## src/rtl/mod_i2s_serializer.sv

```systemverilog
// I2S data serializer: takes stereo PCM frames over valid/ready and shifts them out
// left-justified, Philips format, against the externally generated sck/ws.
module mod_i2s_serializer #(
    parameter int unsigned DATA_W = 24,
    parameter int unsigned SLOT_W = 32
) (
    input  logic              i_clk,
    input  logic              i_rst,
    input  logic              i_sck,
    input  logic              i_ws,
    input  logic [DATA_W-1:0] i_left,
    input  logic [DATA_W-1:0] i_right,
    input  logic              i_valid,
    output logic              o_ready,
    input  logic              i_mute,
    output logic              o_sd,
    output logic              o_underrun
);

    localparam int unsigned PAD_W = SLOT_W - DATA_W;

    logic              sck_q;
    logic              ws_q;
    logic              hold_full;
    logic              hold_mute;
    logic [DATA_W-1:0] hold_left;
    logic [DATA_W-1:0] hold_right;
    logic [SLOT_W-1:0] shreg;
    logic [SLOT_W-1:0] right_reg;

    logic fall;
    logic chg;
    logic load_left;
    logic load_right;
    logic accept;

    // Place a sample in the top DATA_W bits of a slot, zero-filling the LSBs.
    function automatic logic [SLOT_W-1:0] justify(input logic [DATA_W-1:0] s);
        return SLOT_W'(s) << PAD_W;
    endfunction

    // Edge/slot decode; ws_q only tracks ws on falling sck edges.
    always_comb begin
        fall       = 1'b0;
        chg        = 1'b0;
        load_left  = 1'b0;
        load_right = 1'b0;
        accept     = 1'b0;
        fall       = sck_q & ~i_sck;
        chg        = fall & (i_ws != ws_q);
        load_left  = chg & ~i_ws;
        load_right = chg & i_ws;
        accept     = i_valid & ~hold_full;
    end

    assign o_ready = ~hold_full;

    // Edge detect, serial output and slot shift register.
    always_ff @(posedge i_clk or posedge i_rst) begin
        if (i_rst) begin
            sck_q      <= 1'b0;
            ws_q       <= 1'b0;
            o_sd       <= 1'b0;
            o_underrun <= 1'b0;
            shreg      <= '0;
            right_reg  <= '0;
        end else begin
            sck_q      <= i_sck;
            o_underrun <= load_left & ~hold_full;
            if (fall) begin
                ws_q <= i_ws;
                o_sd <= shreg[SLOT_W-1];
                if (load_left) begin
                    if (hold_full && !hold_mute) begin
                        shreg     <= justify(hold_left);
                        right_reg <= justify(hold_right);
                    end else begin
                        shreg     <= '0;
                        right_reg <= '0;
                    end
                end else if (load_right) begin
                    shreg <= right_reg;
                end else begin
                    shreg <= shreg << 1;
                end
            end
        end
    end

    // One-frame holding register; a left-slot load and an accept never coincide.
    always_ff @(posedge i_clk or posedge i_rst) begin
        if (i_rst) begin
            hold_full  <= 1'b0;
            hold_mute  <= 1'b0;
            hold_left  <= '0;
            hold_right <= '0;
        end else if (load_left && hold_full) begin
            hold_full <= 1'b0;
        end else if (accept) begin
            hold_full  <= 1'b1;
            hold_mute  <= i_mute;
            hold_left  <= i_left;
            hold_right <= i_right;
        end
    end

endmodule

```

## config.mk

```make
export PLATFORM = sky130hd
export DESIGN_NAME = mod_i2s_serializer
export DESIGN_NICKNAME = d
export VERILOG_FILES = /design/src/rtl/mod_i2s_serializer.sv
export SDC_FILE = /design/constraint.sdc
export NUM_CORES = 1
export LEC_CHECK = 0
export CAP_MARGIN = 20
export CELL_PAD_IN_SITES_DETAIL_PLACEMENT = 1
export CELL_PAD_IN_SITES_GLOBAL_PLACEMENT = 2
export CORE_ASPECT_RATIO = 1.4
export CORE_MARGIN = 1.5
export CORE_UTILIZATION = 40
export CTS_CLUSTER_DIAMETER = 100
export CTS_CLUSTER_SIZE = 8
export DETAILED_ROUTE_END_ITERATION = 10
export MAX_ROUTING_LAYER = met4
export PLACE_DENSITY = 0.84
export SLEW_MARGIN = 15
export SYNTH_ARGS = -nofsm -noshare
export SYNTH_HDL_FRONTEND = slang
export SYNTH_SLANG_ARGS = --single-unit
export TNS_END_PERCENT = 5
```

## constraint.sdc

```tcl
create_clock -name i_clk -period 8.5 [get_ports i_clk]
set_input_delay 2.125 -clock i_clk [delete_from_list [all_inputs] [get_ports i_clk]]
set_output_delay 2.125 -clock i_clk [all_outputs]
set_load 0.05 [all_outputs]
```

==> results of run 1 <==
## synthesized netlist by cell type
| cell | instances | share of area, % |
|---|---|---|
| a21o_1 | 1 | 0.17 |
| a21oi_1 | 23 | 2.6 |
| a221oi_1 | 1 | 0.20 |
| a222oi_1 | 19 | 4.3 |
| a22oi_1 | 2 | 0.34 |
| a311oi_1 | 2 | 0.39 |
| and4bb_1 | 1 | 0.28 |
| and4bb_4 | 1 | 0.36 |
| buf_1 | 2 | 0.17 |
| buf_12 | 1 | 0.45 |
| buf_2 | 10 | 1.1 |
| buf_4 | 3 | 0.50 |
| buf_6 | 4 | 1.0 |
| clkbuf_1 | 9 | 0.76 |
| dfrtp_1 | 102 | 57 |
| inv_1 | 2 | 0.17 |
| mux2_1 | 51 | 13 |
| mux2_2 | 4 | 1.0 |
| mux2_4 | 13 | 4.4 |
| mux2i_1 | 2 | 0.45 |
| nand2_1 | 54 | 4.5 |
| nand2b_1 | 1 | 0.14 |
| nand3_1 | 24 | 2.7 |
| nand4bb_1 | 1 | 0.25 |
| nor2_1 | 26 | 2.2 |
| nor2_4 | 1 | 0.25 |
| nor2b_1 | 4 | 0.56 |
| nor3b_1 | 2 | 0.34 |
| o22ai_1 | 2 | 0.28 |
| xnor2_1 | 1 | 0.20 |
## per-stage QoR
stage	worst slack (ps)	total power, mW	utilization, %
after floorplan	3700	1.11	-
after global placement	3560	1.22	46.7
after detailed placement	3650	1.25	46.8
after CTS	4020	1.71	49.8
after global routing	4130	1.79	50.2
final	4260	1.69	50.2
## cell type report
type                    instances  area [sq um]  share of cell area (%)
flip-flops and latches        102          2550                    46.8
repair buffers                 63           644                    11.8
well taps                     141           176                    3.23
multi-input cells             236          1750                    32.0
inverters                       2          10.0                   0.184
clock buffers                  11           243                    4.45
clock inverters                 5          82.6                    1.51
## kinds of logic after synthesis
logic type / share of synthesized area [%]
xor+xnor: 0.196
flops: 57.1
compound gates: 8.21
simple gates: 11.6
mux: 18.7
buf+inv: 4.17
## where the power goes
group          switching (mW)  internal [mW]  leakage, nW
combinational           0.197          0.221         1.01
clock                   0.177          0.267        0.160
sequential              0.138          0.688         1.23
total                   0.512           1.18         2.40
## cells in the final DEF, fill, tap and decap left out, types with 2 or more instances in the layout
| cell | instances |
|---|---|
| dfrtp_1 | 102 |
| clkdlybuf4s50_1 | 56 |
| nand2_1 | 54 |
| mux2_1 | 51 |
| nor2_1 | 26 |
| nand3_1 | 24 |
| a21oi_1 | 23 |
| a222oi_1 | 19 |
| mux2_4 | 13 |
| clkbuf_16 | 9 |
| mux2_2 | 4 |
| buf_4 | 4 |
| mux2i_1 | 2 |
| nor2b_4 | 2 |
| nor3b_1 | 2 |
| a311oi_1 | 2 |
| o22ai_1 | 2 |
| a22oi_1 | 2 |
| clkinv_4 | 2 |
| bufinv_16 | 2 |
## worst max-delay path by stage
stage / slack [ps] / depth (start not counted) / endpoint / start
6_report: 4260 / 6 / right_reg[8] / i_ws
5_1_grt: 4130 / 6 / right_reg[8] / i_ws
3_3_place_gp: 3560 / 3 / hold_full / i_ws
4_1_cts: 4020 / 4 / shreg[28] / i_ws
2_1_floorplan: 3700 / 1 / hold_full / i_rst
3_5_place_dp: 3650 / 4 / shreg[28] / i_ws
## routing by layer
layer | wire (microns) | global-route usage (%) | share of wire (%) | vias to the layer above
met5 | 0 | - | 0 | -
met4 | 227 | 7.78 | 2.3 | 0
met3 | 332 | 3.38 | 3.4 | 16
met2 | 4970 | 31.4 | 50 | 69
met1 | 4360 | 22.8 | 44 | 1558
li1 | - | - | - | 1403
## worst register-to-register path: stages (launching register included)
cell,delay [ps]
dfrtp_1,330
buf_4,420
nand4bb_1,790
buf_6,420
nand2_1,80
nand2_1,60
==> metrics.txt, run 1 <==
status finished, final reports clean; Inst Count DP 542; Synth Instances 369; DR vias 3046; Total Neg Setup Slack 0 ps; clk sinks 102; Fillers 1114; ant diodes 0; max-slew violation count 0; Core Box Area 10900 sq um; peak supply drop 142 uV; std cell rows 45; hold path endpoint right_reg[23]; Vias/cell 5.44; Worst Setup Start Kind input pin; Ports 57; Post-Syn Area 4470 sq um; CP most frequent cell nand2_1; path category of the worst min-delay check flop to flop; maxcap violations 0; CTS tree yes; Worst-Margin Slew 911 ps; Max H-tree Level 3; Initial Util 41.1%; setup bufs post-CTS 0; unrepaired setup endpoints after global routing no; Synth Warn # 0; DRC 0; Worst R2R Start ws_q; gpl congestion 0.784; Max stage delay on crit path 750 ps; Routed Antenna Nets 0; FMAX 0.236 GHz; R2R depth 5; IO buf count 56; r2r setup slk 6290 ps; worst-path cell chain clkdlybuf4s50_1 -> buf_8 -> nand4bb_1 -> buf_6 -> nand2_1 -> nand2_1; nets 468; vias in the first global route 3347; Finished Layout Cells 560; Hold WS 471 ps; Synth cell types 30; Syn Area/Cell 12.1 sq um; Initial DRC Count 261; endpoint class of the critical path flop; leakage 2.40 nW; GRT Util Overall 19.0%; die area 11800 sq um; Critical Path RT 8730 ps; Yosys reg bits 102; grt ovf 0; Hold Crit Depth 2; Num CTS Buffers 9; Synth Net Count 423; crit path DAT 4470 ps; clock transition at the registers of the reported paths 60 ps; Final Routed Wirelength 9890 microns; Final Hold Viols 0; first-pass GRT wire length 16800 microns; finished layout cell area 5450 sq um; Post-DP Area 5080 sq um; Pre-antenna DRT Iters 8; fin crit period 4240 ps; Final HPWL DP 6460 microns; hold path startpoint right_reg[23]; largest net degree at the start of global routing 74; Worst-Skew Late Latency 350 ps; Post-CTS Resized 0; RR Endpoint right_reg[8]; Setup CP Type input pin to flop; Die W 92.3 microns; slew margin rel. 39.3%; period utilisation layout 49.9%; Root Driver clkbuf_16; crit path max fanout 15; Die Ht 128 microns; average wire per standard cell 17.7 microns; Pwr Density 309 nW/um^2; post-synthesis sequential area ratio 57.1%; CP max stage cell nand4bb_1; endpoints failing setup 0; initial antenna violation count 0; area grow syn2layout 22.1%; Final Skew 8.96 ps; layout cells sized above 1 10.7%; hold buffer count at cts 0; Worst Path Buf+Inv 3; CTS max path bufs 2; CP top delay family buffers and inverters
Note: power is estimated with default switching activity, not from simulation.
==> run 2, diff against run 1 <==
--- a/config.mk
+++ b/config.mk
@@ -10,12 +10,12 @@
 export CELL_PAD_IN_SITES_GLOBAL_PLACEMENT = 2
 export CORE_ASPECT_RATIO = 1.4
 export CORE_MARGIN = 1.5
-export CORE_UTILIZATION = 40
+export CORE_UTILIZATION = 37
 export CTS_CLUSTER_DIAMETER = 100
 export CTS_CLUSTER_SIZE = 8
 export DETAILED_ROUTE_END_ITERATION = 10
 export MAX_ROUTING_LAYER = met4
-export PLACE_DENSITY = 0.84
+export PLACE_DENSITY = 0.79
 export SLEW_MARGIN = 15
 export SYNTH_ARGS = -nofsm -noshare
 export SYNTH_HDL_FRONTEND = slang
==> constraint.sdc (replaced) <==
create_clock -name i_clk -period 4.39 [get_ports i_clk]
set_input_delay 1.0975 -clock i_clk [delete_from_list [all_inputs] [get_ports i_clk]]
set_output_delay 1.0975 -clock i_clk [all_outputs]
set_load 0.05 [all_outputs]
==> run 2 against run 1 <==
Utilization fell by 4.3 points; sequential share of layout area rose by 0.27 points; power rose by 88%; clock-buffer cell count did not move; clock power rose by 72%; register-to-register slack got worse by 4000 ps; sequential power rose by 95%; combinational power rose by 93%; routed wire length rose by 1.1%; critical path type is now flop to primary output; largest power group unchanged; highest routed layer unchanged.
==> metrics.txt, run 2 (same netlist as run 1, synthesis figures left out) <==
first-pass GRT wire length 16700 microns (was 16800 microns); hold buffer count at cts 0 (unchanged); clk sinks 102 (unchanged); Hold WS 462 ps (was 471 ps); setup bufs post-CTS 0 (unchanged); Sw Share 31.3% (was 30.3%); Final Skew 6.79 ps (was 8.96 ps); CTS tree yes (unchanged); FMAX 0.352 GHz; P_int 2.18 mW (was 1.18 mW); Setup CP Type flop to primary output (was input pin to flop); leakage 2.38 nW (was 2.40 nW); Worst-Margin Slew 908 ps (was 911 ps); path category of the worst min-delay check flop to flop (unchanged); Core Box Area 11800 sq um (was 10900 sq um); slew margin rel. 39.4% (was 39.3%); gpl congestion 0.774 (was 0.784); post-route setup slack 1550 ps (was 4260 ps); crit path DAT 1750 ps (was 4470 ps); unrepaired setup endpoints after global routing no (unchanged); std cell rows 47 (was 45); NetSw 995 uW (was 512 uW); fin crit period 2840 ps; crit path max fanout 6 (was 15); DRC 0 (unchanged); Total Neg Setup Slack 0 ps (unchanged); grt ovf 0 (unchanged); Num CTS Buffers 9 (unchanged); Die W 95.9 microns (was 92.3 microns); CP max stage cell clkdlybuf4s50_1 (was nand4bb_1); Finished Layout Cells 567 (was 560); Max stage delay on crit path 800 ps (was 750 ps); Final Routed Wirelength 10000 microns (was 9890 microns); sequential power share 50.6% (was 48.9%); Critical Path RT 3290 ps (was 8730 ps); Pwr Density 586 nW/um^2 (was 309 nW/um^2); Vias/cell 5.33 (was 5.44); layout cells sized above 1 11.2% (was 10.7%); Worst Setup Start Kind flop (was input pin); Worst-Skew Late Latency 350 ps (about the same); Root Driver clkbuf_16 (unchanged); period utilisation layout 64.8%; IO buf count 56 (unchanged); Fillers 1273 (was 1114); vias in the first global route 3267 (was 3347); clock transition at the registers of the reported paths 70 ps (was 60 ps); commonest non-fill, non-tap cell in the layout dfrtp_1 (unchanged); CTS max path bufs 2 (unchanged); average wire per standard cell 17.6 microns (was 17.7 microns); total power 3.18 mW (was 1.69 mW); Final Hold Viols 0 (unchanged); Die Ht 133 microns (was 128 microns); Hold Crit Depth 2 (unchanged); Ports 57 (unchanged); clock share of power 24.0% (was 26.3%); endpoint class of the critical path primary output (was flop); Final HPWL DP 6710 microns (was 6460 microns); Inst Count DP 551 (was 542); max-slew violation count 0 (unchanged); Initial DRC Count 196 (was 261); endpoints failing setup 0 (unchanged); peak supply drop 232 uV (was 142 uV); Routed Antenna Nets 0 (unchanged); ant diodes 0 (unchanged); area grow syn2layout 21.4% (was 22.1%); Post-CTS Resized 0 (unchanged); DR vias 3024 (was 3046); Pre-antenna DRT Iters 5 (was 8); GRT Util Overall 17.7% (was 19.0%); Max H-tree Level 3 (unchanged); R2R depth 4 (was 5); largest net degree at the start of global routing 60 (was 74); die area 12700 sq um (was 11800 sq um); maxcap violations 0 (unchanged); combinational fraction of design power 25.4% (was 24.8%); finished layout cell area 5420 sq um (was 5450 sq um); worst-path cell chain inv_1 -> clkdlybuf4s50_1 (was clkdlybuf4s50_1 -> buf_8 -> nand4bb_1 -> buf_6 -> nand2_1 -> nand2_1); Post-DP Area 5140 sq um (was 5080 sq um); status finished, final reports clean (unchanged); fin util 45.9% (was 50.2%); commonest non-fill, non-tap cells in the layout dfrtp_1 (102), clkdlybuf4s50_1 (56), nand2_1 (54), mux2_1 (51), nor2_1 (26) (unchanged); Place WS 1300 ps (was 3650 ps); initial antenna violation count 0 (unchanged); Initial Util 37.8% (was 41.1%); nets 469 (was 468)
==> run 2: changes by cell type in the layout (fill, tap and decap cells not counted), sizes merged <==
cell      previous run  this run
bufinv               2         0
clkinvlp             0         2
buf                  7         8
==> run 2: critical path: cells and delay by family, from the launching register on <==
kind                   cells  cell delay [ps]
buffers and inverters      2              900
DFF                        1              500
==> run 2: area by class of cell <==
cell class / count / area (sq um) / share of cell area [%]
inverters: 2 / 10.0 / 0.185
multi-input cells: 236 / 1740 / 32.1
well taps: 147 / 184 / 3.39
clock inverters: 5 / 33.8 / 0.623
repair buffers: 64 / 649 / 12.0
flip-flops and latches: 102 / 2550 / 47.1
clock buffers: 11 / 253 / 4.66
==> run 2: path summary, 6_finish.rpt <==
check / start / to / slack (ps)
setup / recovery: hold_full / o_ready / 1550
hold / removal: right_reg[26] / right_reg[26] / 460
setup reg to reg: ws_q / shreg[19] / 2250
hold reg to reg: right_reg[26] / right_reg[26] / 460
max in group asynchronous: i_rst / shreg[25] / 2430
min in group asynchronous: i_rst / hold_right[2] / 1240
==> run 2: per-layer routing <==
metal | vias up | global-route usage [%] | wire length, microns
met5 | - | - | 0
met4 | 0 | 6.78 | 179
met3 | 13 | 3.16 | 313
met2 | 50 | 28.0 | 5020
met1 | 1552 | 22.3 | 4480
li1 | 1409 | - | -
==> run 2: power groups by stage <==
stage / Clock (mW) / Combinational, mW / Sequential, mW
floorplan: 0 / 0.647 / 1.50
global placement: 0 / 0.764 / 1.62
detailed placement: 0 / 0.821 / 1.63
CTS: 0.785 / 0.826 / 1.61
global route: 0.817 / 0.904 / 1.66
finish: 0.763 / 0.807 / 1.61
==> run 3, diff against run 2 <==
==> constraint.sdc (replaced) <==
create_clock -name i_clk -period 2.81 [get_ports i_clk]
set_input_delay 0.7025 -clock i_clk [delete_from_list [all_inputs] [get_ports i_clk]]
set_output_delay 0.7025 -clock i_clk [all_outputs]
set_load 0.05 [all_outputs]
==> run 3 against run 2 <==
Critical path depth did not move; clock skew barely moved; utilization rose by 0.55 points; sequential share of layout area fell by 0.56 points; power rose by 60%; register-to-register slack got worse by 1200 ps; sequential power rose by 55%; worst setup slack got worse by 1100 ps; design area rose by 1.2%; first-iteration DRC count fell by 19%; clock power rose by 72%; flip-flop and latch count did not move; critical endpoint unchanged; largest cell class unchanged.
==> metrics.txt, run 3 (same netlist as run 1, synthesis figures left out) <==
Initial DRC Count 159 (was 196); commonest non-fill, non-tap cell in the layout dfrtp_1 (unchanged); Critical Path RT 2110 ps (was 3290 ps); Worst Setup Start Kind flop (unchanged); clk sinks 102 (unchanged); Pre-antenna DRT Iters 5 (unchanged); Setup CP Type flop to primary output (unchanged); period utilisation layout 85.8%; Final HPWL DP 6830 microns (was 6710 microns); FMAX 0.415 GHz; path category of the worst min-delay check flop to flop (unchanged); Worst-Skew Late Latency 340 ps (was 350 ps); Total Neg Setup Slack 0 ps (unchanged); Max H-tree Level 3 (unchanged); Max stage delay on crit path 790 ps (was 800 ps); commonest non-fill, non-tap cells in the layout dfrtp_1 (102), clkdlybuf4s50_1 (56), nand2_1 (54), mux2_1 (51), nor2_1 (26) (unchanged); Initial Util 37.8% (unchanged); average wire per standard cell 17.7 microns (was 17.6 microns); worst-path cell chain inv_1 -> clkdlybuf4s50_1 (unchanged); Final Hold Viols 0 (unchanged); CTS max path bufs 2 (unchanged); max-slew violation count 0 (unchanged); first-pass GRT wire length 16600 microns (was 16700 microns); Final Skew 6.37 ps (was 6.79 ps); initial antenna violation count 0 (unchanged); endpoints failing setup 0 (unchanged); nets 473 (was 469); unrepaired setup endpoints after global routing no (unchanged); multi-input combinational cell area 1740 sq um (unchanged); Pwr Density 928 nW/um^2 (was 586 nW/um^2); setup bufs post-CTS 0 (unchanged); Ports 57 (unchanged); Die Ht 133 microns (unchanged); GRT Util Overall 17.6% (was 17.7%); Vias/cell 5.38 (was 5.33); gpl congestion 0.770 (was 0.774); Worst-Margin Slew 689 ps (was 908 ps); die area 12700 sq um (unchanged); maxcap violations 0 (unchanged); area grow syn2layout 22.9% (was 21.4%); sequential cell area 2550 sq um (unchanged); grt ovf 0 (unchanged); Routed Antenna Nets 0 (unchanged); endpoint class of the critical path primary output (unchanged); Post-CTS Resized 0 (unchanged); ant diodes 0 (unchanged); leakage 2.41 nW (was 2.38 nW); slew margin rel. 54.0% (was 39.4%); total power 5.09 mW (was 3.18 mW); Num CTS Buffers 9 (unchanged); DRC 0 (unchanged); vias in the first global route 3206 (was 3267); IO buf count 56 (unchanged); Worst Path Buf+Inv 2 (unchanged); peak supply drop 391 uV (was 232 uV); crit path DAT 1710 ps (was 1750 ps); Final Routed Wirelength 10100 microns (was 10000 microns); largest net degree at the start of global routing 51 (was 60); Fillers 1246 (was 1273); CP max stage cell clkdlybuf4s50_1 (unchanged); clock transition at the registers of the reported paths 70 ps (about the same); status finished, final reports clean (unchanged); std cell rows 47 (unchanged); fin crit period 2410 ps; Root Driver clkbuf_16 (unchanged); hold buffer count at cts 0 (unchanged); Die W 95.9 microns (unchanged); CTS tree yes (unchanged); CP top delay family buffers and inverters (unchanged); Core Box Area 11800 sq um (unchanged); layout cells sized above 1 11.6% (was 11.2%); crit path max fanout 6 (unchanged); DR vias 3059 (was 3024)
[run 3: tightest hold or removal path: cells and delay by family, from the launching register on]
family	cells	cell delay, ps
DFF	1	340
and+or+nand+nor	2	100
[run 3: final cells by class]
cell class,count,area share (%)
sequential,102,46.5
multi-input combinational,236,31.7
timing repair buffer,68,12.5
clock buffer,10,4.35
tap,147,3.35
clock inverter,4,1.32
inverter,2,0.205
[run 3: metrics by stage]
step	worst slack [ps]	hold WS [ps]	area (sq um)	std cells	utilization, %
4_1_cts	380	477	5490	569	46.4
3_3_place_gp	529	454	5180	555	43.8
5_1_grt	337	491	5490	569	46.4
2_1_floorplan	890	432	4470	369	-
6_report	400	473	5490	569	46.4
3_5_place_dp	481	462	5180	555	43.8
[run 3: power by group]
| part | total, mW | switching (mW) | internal [mW] |
|---|---|---|---|
| Sequential | 2.50 | 0.418 | 2.08 |
| Combinational | 1.28 | 0.596 | 0.688 |
| Clock | 1.31 | 0.516 | 0.793 |
[run 3: worst paths after layout]
| kind | startpoint | endpoint | slack [ps] | depth (start not counted) |
|---|---|---|---|---|
| setup / recovery | hold_full | o_ready | 400 | 2 |
| hold / removal | right_reg[31] | right_reg[31] | 470 | 2 |
| setup reg to reg | ws_q | right_reg[10] | 1080 | 5 |
| hold reg to reg | right_reg[31] | right_reg[31] | 470 | 2 |
| max in group asynchronous | i_rst | hold_left[7] | 1350 | 3 |
| min in group asynchronous | i_rst | shreg[24] | 830 | 2 |
[run 3: metal layers]
| metal | GRT usage [%] | up-vias | wire length, microns |
|---|---|---|---|
| met1 | 22.4 | 1562 | 4360 |
| met4 | 6.21 | 0 | 166 |
| met5 | - | - | 0 |
| met3 | 2.70 | 13 | 373 |
| met2 | 28.1 | 69 | 5180 |
| li1 | - | 1415 | - |
